**src/rtl/scope_uart_pkg.sv**
```systemverilog
// ---------------------------------------------------------------------------
// scope_uart_pkg
// Shared definitions for the host serial link: the UART state encoding used
// by both the receive and transmit state machines, the 8N1 frame length and
// the number of bytes that make up one host command.
// No ports.
// ---------------------------------------------------------------------------
package scope_uart_pkg;

  typedef enum logic [1:0] {
    IDLE,
    START,
    DATA,
    STOP
  } uart_state_t;

  // start + 8 data + stop
  localparam int FRAME_BITS = 10;

  localparam int CMD_BYTES = 3;

endpackage

```
**src/rtl/host_cmd_link_if.sv**
```systemverilog
// ---------------------------------------------------------------------------
// host_cmd_link_if
// Parallel side of the host link as seen by the command processor.
//   cmd         [23:0] assembled command, first byte received in [23:16]
//   cmd_rdy            cmd holds a complete, unconsumed command
//   clr_cmd_rdy        one-cycle pulse: command consumed
//   resp_data   [7:0]  byte to send to the host
//   send_resp          one-cycle pulse: start sending resp_data
//   resp_sent          high once a response frame has finished
// master = command processor, slave = host_cmd_link.
// ---------------------------------------------------------------------------
interface host_cmd_link_if;

  logic [23:0] cmd;
  logic        cmd_rdy;
  logic        clr_cmd_rdy;
  logic [7:0]  resp_data;
  logic        send_resp;
  logic        resp_sent;

  modport master (
    input  cmd,
    input  cmd_rdy,
    input  resp_sent,
    output clr_cmd_rdy,
    output resp_data,
    output send_resp
  );

  modport slave (
    output cmd,
    output cmd_rdy,
    output resp_sent,
    input  clr_cmd_rdy,
    input  resp_data,
    input  send_resp
  );

endinterface

```
**src/rtl/host_uart_tx.sv**
```systemverilog
// ---------------------------------------------------------------------------
// host_uart_tx
// 8N1 transmitter for response and dump bytes going back to the host.
//   clk, rst_n   system clock, asynchronous active-low reset
//   resp_data    byte latched when send_resp is seen while idle
//   send_resp    one-cycle start pulse; ignored while a frame is in flight
//   tx           serial line, idles high
//   resp_sent    high once a frame's stop bit has finished, low from the
//                next accepted send_resp
// ---------------------------------------------------------------------------
module host_uart_tx #(
  parameter int BAUD_DIV = 434
) (
  input  logic       clk,
  input  logic       rst_n,
  input  logic [7:0] resp_data,
  input  logic       send_resp,
  output logic       tx,
  output logic       resp_sent
);

  import scope_uart_pkg::*;

  localparam int TW = $clog2(BAUD_DIV);
  localparam logic [TW-1:0] BIT_LAST = TW'(BAUD_DIV - 1);

  uart_state_t   state, state_nxt;
  logic [TW-1:0] timer, timer_nxt;
  logic [3:0]    bit_cnt, bit_cnt_nxt;
  logic [7:0]    shift, shift_nxt;
  logic          tx_nxt;
  logic          sent_nxt;

  always_ff @(posedge clk or negedge rst_n) begin
    if (!rst_n) begin
      state     <= IDLE;
      timer     <= '0;
      bit_cnt   <= '0;
      shift     <= '0;
      tx        <= 1'b1;
      resp_sent <= 1'b1;
    end else begin
      state     <= state_nxt;
      timer     <= timer_nxt;
      bit_cnt   <= bit_cnt_nxt;
      shift     <= shift_nxt;
      tx        <= tx_nxt;
      resp_sent <= sent_nxt;
    end
  end

  // tx is registered, so each bit value is loaded on the edge that ends the
  // previous bit; the timer reloads to BAUD_DIV-1 so every bit is exactly
  // BAUD_DIV clocks and resp_sent rises 10*BAUD_DIV clocks after acceptance.
  always_comb begin
    state_nxt   = state;
    timer_nxt   = timer;
    bit_cnt_nxt = bit_cnt;
    shift_nxt   = shift;
    tx_nxt      = tx;
    sent_nxt    = resp_sent;
    case (state)
      IDLE: begin
        if (send_resp) begin
          state_nxt = START;
          shift_nxt = resp_data;
          timer_nxt = BIT_LAST;
          tx_nxt    = 1'b0;
          sent_nxt  = 1'b0;
        end
      end
      START: begin
        if (timer == '0) begin
          state_nxt   = DATA;
          tx_nxt      = shift[0];
          shift_nxt   = {1'b0, shift[7:1]};
          bit_cnt_nxt = '0;
          timer_nxt   = BIT_LAST;
        end else begin
          timer_nxt = timer - 1'b1;
        end
      end
      DATA: begin
        if (timer == '0) begin
          timer_nxt = BIT_LAST;
          if (bit_cnt == 4'd7) begin
            state_nxt = STOP;
            tx_nxt    = 1'b1;
          end else begin
            tx_nxt      = shift[0];
            shift_nxt   = {1'b0, shift[7:1]};
            bit_cnt_nxt = bit_cnt + 1'b1;
          end
        end else begin
          timer_nxt = timer - 1'b1;
        end
      end
      STOP: begin
        if (timer == '0) begin
          state_nxt = IDLE;
          sent_nxt  = 1'b1;
        end else begin
          timer_nxt = timer - 1'b1;
        end
      end
      default: state_nxt = IDLE;
    endcase
  end

endmodule

```
**src/rtl/host_cmd_link.sv**
```systemverilog
// ---------------------------------------------------------------------------
// host_cmd_link
// Host-side serial front end. Receives 8N1 bytes on RX, assembles every
// three into a 24-bit command with a cmd_rdy/clr_cmd_rdy handshake, and
// sends single response bytes on TX through host_uart_tx.
//   clk, rst_n   system clock, asynchronous active-low reset
//   RX           serial input from host, asynchronous, idles high
//   TX           serial output to host, idles high
//   bus          host_cmd_link_if.slave: cmd, cmd_rdy, clr_cmd_rdy,
//                resp_data, send_resp, resp_sent
// Parameters: BAUD_DIV clocks per bit (>= 8), GAP_FRAMES idle frame-times
// after which a partially received command is thrown away.
// ---------------------------------------------------------------------------
module host_cmd_link #(
  parameter int BAUD_DIV   = 434,
  parameter int GAP_FRAMES = 4
) (
  input  logic clk,
  input  logic rst_n,
  input  logic RX,
  output logic TX,
  host_cmd_link_if.slave bus
);

  import scope_uart_pkg::*;

  localparam int TW        = $clog2(BAUD_DIV);
  localparam int GAP_TICKS = GAP_FRAMES * FRAME_BITS * BAUD_DIV;
  localparam int GW        = $clog2(GAP_TICKS + 1);

  localparam logic [TW-1:0] HALF_BIT  = TW'(BAUD_DIV / 2);
  localparam logic [TW-1:0] BIT_LAST  = TW'(BAUD_DIV - 1);
  localparam logic [GW-1:0] GAP_LIMIT = GW'(GAP_TICKS);
  localparam logic [1:0]    LAST_IDX  = 2'(CMD_BYTES - 1);

  logic rx_s1, rx_s2, rx_d;

  uart_state_t   rx_state, rx_state_nxt;
  logic [TW-1:0] rx_timer, rx_timer_nxt;
  logic [3:0]    rx_bit_cnt, rx_bit_cnt_nxt;
  logic [7:0]    rx_shift, rx_shift_nxt;
  logic          start_entry;
  logic          byte_valid;
  logic          frame_err;

  logic [23:0]   cmd_q;
  logic          cmd_rdy_q;
  logic [1:0]    byte_idx;
  logic [GW-1:0] gap_cnt;
  logic          gap_run;
  logic          gap_expired;
  logic          resp_sent_w;

  // Two-flop synchroniser plus one more flop so a falling edge can be seen
  // on the clean signal. Resetting all three high means a line that is
  // already low at reset release is not mistaken for a start bit.
  always_ff @(posedge clk or negedge rst_n) begin
    if (!rst_n) begin
      rx_s1 <= 1'b1;
      rx_s2 <= 1'b1;
      rx_d  <= 1'b1;
    end else begin
      rx_s1 <= RX;
      rx_s2 <= rx_s1;
      rx_d  <= rx_s2;
    end
  end

  always_ff @(posedge clk or negedge rst_n) begin
    if (!rst_n) begin
      rx_state   <= IDLE;
      rx_timer   <= '0;
      rx_bit_cnt <= '0;
      rx_shift   <= '0;
    end else begin
      rx_state   <= rx_state_nxt;
      rx_timer   <= rx_timer_nxt;
      rx_bit_cnt <= rx_bit_cnt_nxt;
      rx_shift   <= rx_shift_nxt;
    end
  end

  // The half-bit load on the start edge puts every later sample near the
  // middle of its bit. A start bit that is high again at mid-bit is a glitch.
  always_comb begin
    rx_state_nxt   = rx_state;
    rx_timer_nxt   = rx_timer;
    rx_bit_cnt_nxt = rx_bit_cnt;
    rx_shift_nxt   = rx_shift;
    start_entry    = 1'b0;
    byte_valid     = 1'b0;
    frame_err      = 1'b0;
    case (rx_state)
      IDLE: begin
        if (rx_d && !rx_s2) begin
          rx_state_nxt = START;
          rx_timer_nxt = HALF_BIT;
          start_entry  = 1'b1;
        end
      end
      START: begin
        if (rx_timer == '0) begin
          rx_state_nxt   = rx_s2 ? IDLE : DATA;
          rx_timer_nxt   = BIT_LAST;
          rx_bit_cnt_nxt = '0;
        end else begin
          rx_timer_nxt = rx_timer - 1'b1;
        end
      end
      DATA: begin
        if (rx_timer == '0) begin
          rx_shift_nxt = {rx_s2, rx_shift[7:1]};
          rx_timer_nxt = BIT_LAST;
          if (rx_bit_cnt == 4'd7) begin
            rx_state_nxt = STOP;
          end else begin
            rx_bit_cnt_nxt = rx_bit_cnt + 1'b1;
          end
        end else begin
          rx_timer_nxt = rx_timer - 1'b1;
        end
      end
      STOP: begin
        if (rx_timer == '0) begin
          rx_state_nxt = IDLE;
          byte_valid   = rx_s2;
          frame_err    = !rx_s2;
        end else begin
          rx_timer_nxt = rx_timer - 1'b1;
        end
      end
      default: rx_state_nxt = IDLE;
    endcase
  end

  // The gap timer only matters while a command is half built and the line
  // is quiet; a new start bit wins over an expiry in the same cycle.
  assign gap_run     = (rx_state == IDLE) && (byte_idx != '0) && !start_entry;
  assign gap_expired = gap_run && (gap_cnt == GAP_LIMIT);

  // cmd only shifts on a completed byte, and every byte begins with a start
  // entry that has already dropped cmd_rdy, so cmd never moves while cmd_rdy
  // is high. Completion is tested before the clear so set wins a tie.
  always_ff @(posedge clk or negedge rst_n) begin
    if (!rst_n) begin
      cmd_q     <= '0;
      cmd_rdy_q <= 1'b0;
      byte_idx  <= '0;
      gap_cnt   <= '0;
    end else begin
      if (byte_valid) begin
        cmd_q <= {cmd_q[15:0], rx_shift};
      end

      if (byte_valid && (byte_idx == LAST_IDX)) begin
        cmd_rdy_q <= 1'b1;
      end else if (bus.clr_cmd_rdy || start_entry) begin
        cmd_rdy_q <= 1'b0;
      end

      if (byte_valid) begin
        byte_idx <= (byte_idx == LAST_IDX) ? 2'd0 : byte_idx + 1'b1;
      end else if (frame_err || gap_expired) begin
        byte_idx <= '0;
      end

      if (!gap_run || gap_expired) begin
        gap_cnt <= '0;
      end else begin
        gap_cnt <= gap_cnt + 1'b1;
      end
    end
  end

  assign bus.cmd       = cmd_q;
  assign bus.cmd_rdy   = cmd_rdy_q;
  assign bus.resp_sent = resp_sent_w;

  host_uart_tx #(
    .BAUD_DIV (BAUD_DIV)
  ) u_tx (
    .clk       (clk),
    .rst_n     (rst_n),
    .resp_data (bus.resp_data),
    .send_resp (bus.send_resp),
    .tx        (TX),
    .resp_sent (resp_sent_w)
  );

endmodule

```
**src/flat_wrapper.sv**
```systemverilog
// flat-port wrapper written by rule: the top's interface ports become plain ports
module host_cmd_link_flat import scope_uart_pkg::*;
#(
  parameter int BAUD_DIV   = 434,
  parameter int GAP_FRAMES = 4
)
  (clk, rst_n, RX, TX, bus_cmd, bus_cmd_rdy, bus_resp_sent, bus_clr_cmd_rdy, bus_resp_data, bus_send_resp);
  host_cmd_link_if bus_i ();
  input  logic clk;
  input  logic rst_n;
  input  logic RX;
  output logic TX;
  output wire logic [$bits(bus_i.cmd)-1:0] bus_cmd;
  output wire logic [$bits(bus_i.cmd_rdy)-1:0] bus_cmd_rdy;
  output wire logic [$bits(bus_i.resp_sent)-1:0] bus_resp_sent;
  input wire logic [$bits(bus_i.clr_cmd_rdy)-1:0] bus_clr_cmd_rdy;
  input wire logic [$bits(bus_i.resp_data)-1:0] bus_resp_data;
  input wire logic [$bits(bus_i.send_resp)-1:0] bus_send_resp;
  assign bus_cmd = bus_i.cmd;
  assign bus_cmd_rdy = bus_i.cmd_rdy;
  assign bus_resp_sent = bus_i.resp_sent;
  assign bus_i.clr_cmd_rdy = bus_clr_cmd_rdy;
  assign bus_i.resp_data = bus_resp_data;
  assign bus_i.send_resp = bus_send_resp;
  host_cmd_link #(.BAUD_DIV(BAUD_DIV), .GAP_FRAMES(GAP_FRAMES)) u_core (.clk(clk), .rst_n(rst_n), .RX(RX), .TX(TX), .bus(bus_i));
endmodule
```
**config.mk**
```make
export PLATFORM = sky130hd
export DESIGN_NAME = host_cmd_link_flat
export DESIGN_NICKNAME = d
export VERILOG_FILES = /design/src/rtl/scope_uart_pkg.sv /design/src/rtl/host_cmd_link_if.sv /design/src/rtl/host_uart_tx.sv /design/src/rtl/host_cmd_link.sv /design/src/flat_wrapper.sv
export SDC_FILE = /design/constraint.sdc
export NUM_CORES = 1
export LEC_CHECK = 0
export BUFFER_PORTS_ARGS = -buffer_cell sky130_fd_sc_hd__clkbuf_2
export CAP_MARGIN = 20
export CORE_ASPECT_RATIO = 0.75
export CORE_MARGIN = 5
export CORE_UTILIZATION = 45
export DETAILED_ROUTE_END_ITERATION = 8
export PLACE_DENSITY = 0.75
export SLEW_MARGIN = 25
export SYNTH_ARGS = -nofsm -noshare
export SYNTH_HDL_FRONTEND = slang
export SYNTH_HIERARCHICAL = 1
export SYNTH_SLANG_ARGS = --single-unit
export TNS_END_PERCENT = 30
```
**constraint.sdc**
```tcl
create_clock -name clk -period 3.7 [get_ports clk]
set_input_delay 0.74 -clock clk [delete_from_list [all_inputs] [get_ports clk]]
set_output_delay 0.74 -clock clk [all_outputs]
set_load 0.01 [all_outputs]
```
==> results.ini <==
[place]
numPortBuffers = 39
place_ws_ns = 0.902
hpwl_um = 6350
gp_congestion = 0.886

[die]
core_area_um2 = 10200
dieArea_um2 = 12500
num_rows = 32
die_y_um = 98.2
io_pins = 40
start_util = 0.457
die_w_um = 128

[synth]
synth.top_cell.area_share = 0.471
ys_types = 64
yosysSeqAreaShare = 0.500
synthFlopType = dfrtp_1
syn_area_um2 = 4670
async_flop_share = 1.00
ys_ff_latch = 93
synth_area_leaders = dfrtp_1 47%, mux2_2 7.0%, mux2_1 4.6%
yosysWarnings = 6
syn_inst = 419
synth_edf_count = 0
yosysTopAreaCell = dfrtp_1
synth.net_count = 447
avgSynthCellArea_um2 = 11.1

[pwr]
ir_drop_mv = 0.282
p_leak_nw = 2.41
p_per_area_nw_per_um2 = 511

[worst_setup_path]
start_kind = flip-flop
crit_path_start = u_core/u_tx/timer[0]
reg2reg_from = u_core/u_tx/timer[0]
cp.required_ns = 3.92
crit_path_max_fanout = 9
critical_path_arrival_ns = 3.07
slowest_stage = a2111oi_4
path_class = flip-flop to flip-flop
cp_cell_sequence = inv_1 > ha_1 > or4b_4 > or3_4 > a2111oi_4 > mux2_2
max_stage_delay_ns = 0.68
crit_buf_inv = 1
crit_family = simple AND/OR/NAND/NOR gates
endpoint_kind = flip-flop

[timing]
fin_setup_tns_ns = 0
slew_headroom = 0.443
slew_violations = 0
setup_slack_ns = 0.856
hold_viol_final = 0
max_freq_mhz = 352
fin_crit_sh = 0.769
rsz0062_at_grt = no
tightest_slew_ns = 0.836
period_minus_slack_ns = 2.84
finalClockSkew_ns = 0.00787
setup-violations-final = 0

[layout]
nets = 491
final_util = 0.521
layout_commonest_cell = dfrtp_1
drive_above_1_share = 0.229
n_antenna_cell = 0
n_fill_cell = 890
layout_common_cells = 88 x dfrtp_1, 39 x nor2_1, 38 x clkbuf_2
syn2layout_area_growth_pct = 13.8

[drt]
vias = 3367
viasPerCell = 5.57
drt-initial-drc-count = 201
ant_nets = 0
dr.pass1.iters = 5
wl_um = 9090
route.detailed.drc = 0
routedWlPerCell_um = 15.0

[global_route]
grt_pass1_vias = 3425
grt_usage = 0.159
gr-max-usage-layer = met2
met1_usage = 0.221
overflow = 0
grtUsageMet3 = 0.0295
grt_pass1_wl_um = 16600
grt_use_met2 = 0.251
antenna_found_initial = 0
grt_max_degree = 69

[cts]
cts_buffer_depth = 2
cts_buffers = 9
clk_pin_slew_ns = 0.07
post_cts_resize_count = 0
cts_sinks = 93
htree_num_levels = 3
clk_latency_ns = 0.34
cts_tree = yes
postCtsHoldBufs = 0
cts_root_buf = clkbuf_16
post_cts_buffers = 0

[flow_run]
max_cap_violations = 0

[hold_path]
min-delay-start = u_core/rx_s1
hp-class = flip-flop to flip-flop

[status]
outcome = finished clean

## worst register-to-register path, stage by stage, from the launching register on
cell       delay, ns
dfrtp_1         0.41
inv_1           0.13
ha_1            0.19
or4b_4          0.50
or3_4           0.41
a2111oi_4       0.68
mux2_2          0.42
## area by class of cell
cell class | count | area [um2] | area share
timing repair buffer | 46 | 250 | 0.0471
clock inverter | 7 | 80.1 | 0.0151
sequential | 93 | 2330 | 0.439
tap | 136 | 170 | 0.0320
multi-input combinational | 292 | 2180 | 0.410
inverter | 21 | 78.8 | 0.0148
clock buffer | 9 | 225 | 0.0424
## sequential cells by signal, summed over array words and instances (netlist names), named ones only
register               count
u_core/rx_shift            8
u_core/rx_timer            9
u_core/rx_s2               1
u_core/rx_state            1
u_core/bus.cmd_rdy         1
u_core/u_tx/shift          8
u_core/gap_cnt            15
u_core/byte_idx            2
u_core/rx_bit_cnt          4
u_core/u_tx/resp_sent      1
u_core/u_tx/timer          9
u_core/rx_d                1
u_core/u_tx/bit_cnt        4
u_core/u_tx/state          2
u_core/rx_s1               1
u_core/bus.cmd            24
u_core/u_tx/tx             1
## per-layer routing
layer  part of all wire  wire length [um]
met5                  0                 0
met4              0.014               127
met3              0.030               271
met2               0.47              4280
met1               0.49              4410
## where the power goes
part	switching (mW)	leakage, nW	total [mW]	internal (mW)
combinational	0.359	1.04	0.609	0.250
sequential	0.0810	1.23	1.17	1.09
clock	0.405	0.148	0.938	0.533
## metrics by stage
stage / total power, mW / instances / instance area, um2 / hold slack, ns
2_1_floorplan: 1.63 / 419 / 4670 / 0.345
3_3_place_gp: 1.76 / 587 / 5000 / 0.347
3_5_place_dp: 1.79 / 588 / 5010 / 0.348
4_1_cts: 2.75 / 604 / 5320 / 0.358
5_1_grt: 2.89 / 604 / 5320 / 0.359
6_report: 2.72 / 604 / 5320 / 0.356
## Yosys cell counts, drive strengths merged, types with 3 or more instances
| cell type | count |
|---|---|
| nor3 | 9 |
| a221oi | 3 |
| nand4 | 9 |
| xor2 | 3 |
| mux2 | 48 |
| buf | 6 |
| a311oi | 3 |
| mux2i | 3 |
| o21ai | 13 |
| a31oi | 4 |
| or3 | 4 |
| ha | 15 |
| nand2b | 4 |
| clkbuf | 7 |
| o22a | 7 |
| dfrtp | 88 |
| a22o | 6 |
| nor4 | 4 |
| inv | 21 |
| o2bb2ai | 4 |
| nand2 | 18 |
| dfstp | 5 |
| xnor2 | 10 |
| nor2 | 39 |
| nand3 | 13 |
| nor4b | 3 |
| a21oi | 21 |
| and3 | 5 |
| o211ai | 6 |
## final timing paths
check                                       endpoint  slack, ns  cells after the start
max in group asynchronous         u_core/rx_timer[2]       2.46                      2
worst min-delay path                    u_core/rx_s2       0.36                      0
worst max register to register  u_core/u_tx/shift[1]       0.86                      6
worst min register to register          u_core/rx_s2       0.36                      0
min in group asynchronous       u_core/u_tx/shift[3]       0.50                      1
worst max-delay path            u_core/u_tx/shift[1]       0.86                      6
## logic make-up (layout without fill, tap and decap cells)
| group | count (synthesis) | after routing | share of synthesized area |
|---|---|---|---|
| adder cells (fa/ha/maj) | 15 | 15 | 0.0402 |
| AO/OA/AOI/OAI | 87 | 87 | 0.134 |
| XOR/XNOR | 13 | 13 | 0.0244 |
| AND/OR/NAND/NOR | 126 | 126 | 0.146 |
| flip-flops | 93 | 93 | 0.500 |
| buffers and inverters | 34 | 83 | 0.0340 |
| multiplexers | 51 | 51 | 0.122 |
(Power assumes the default switching activity.)
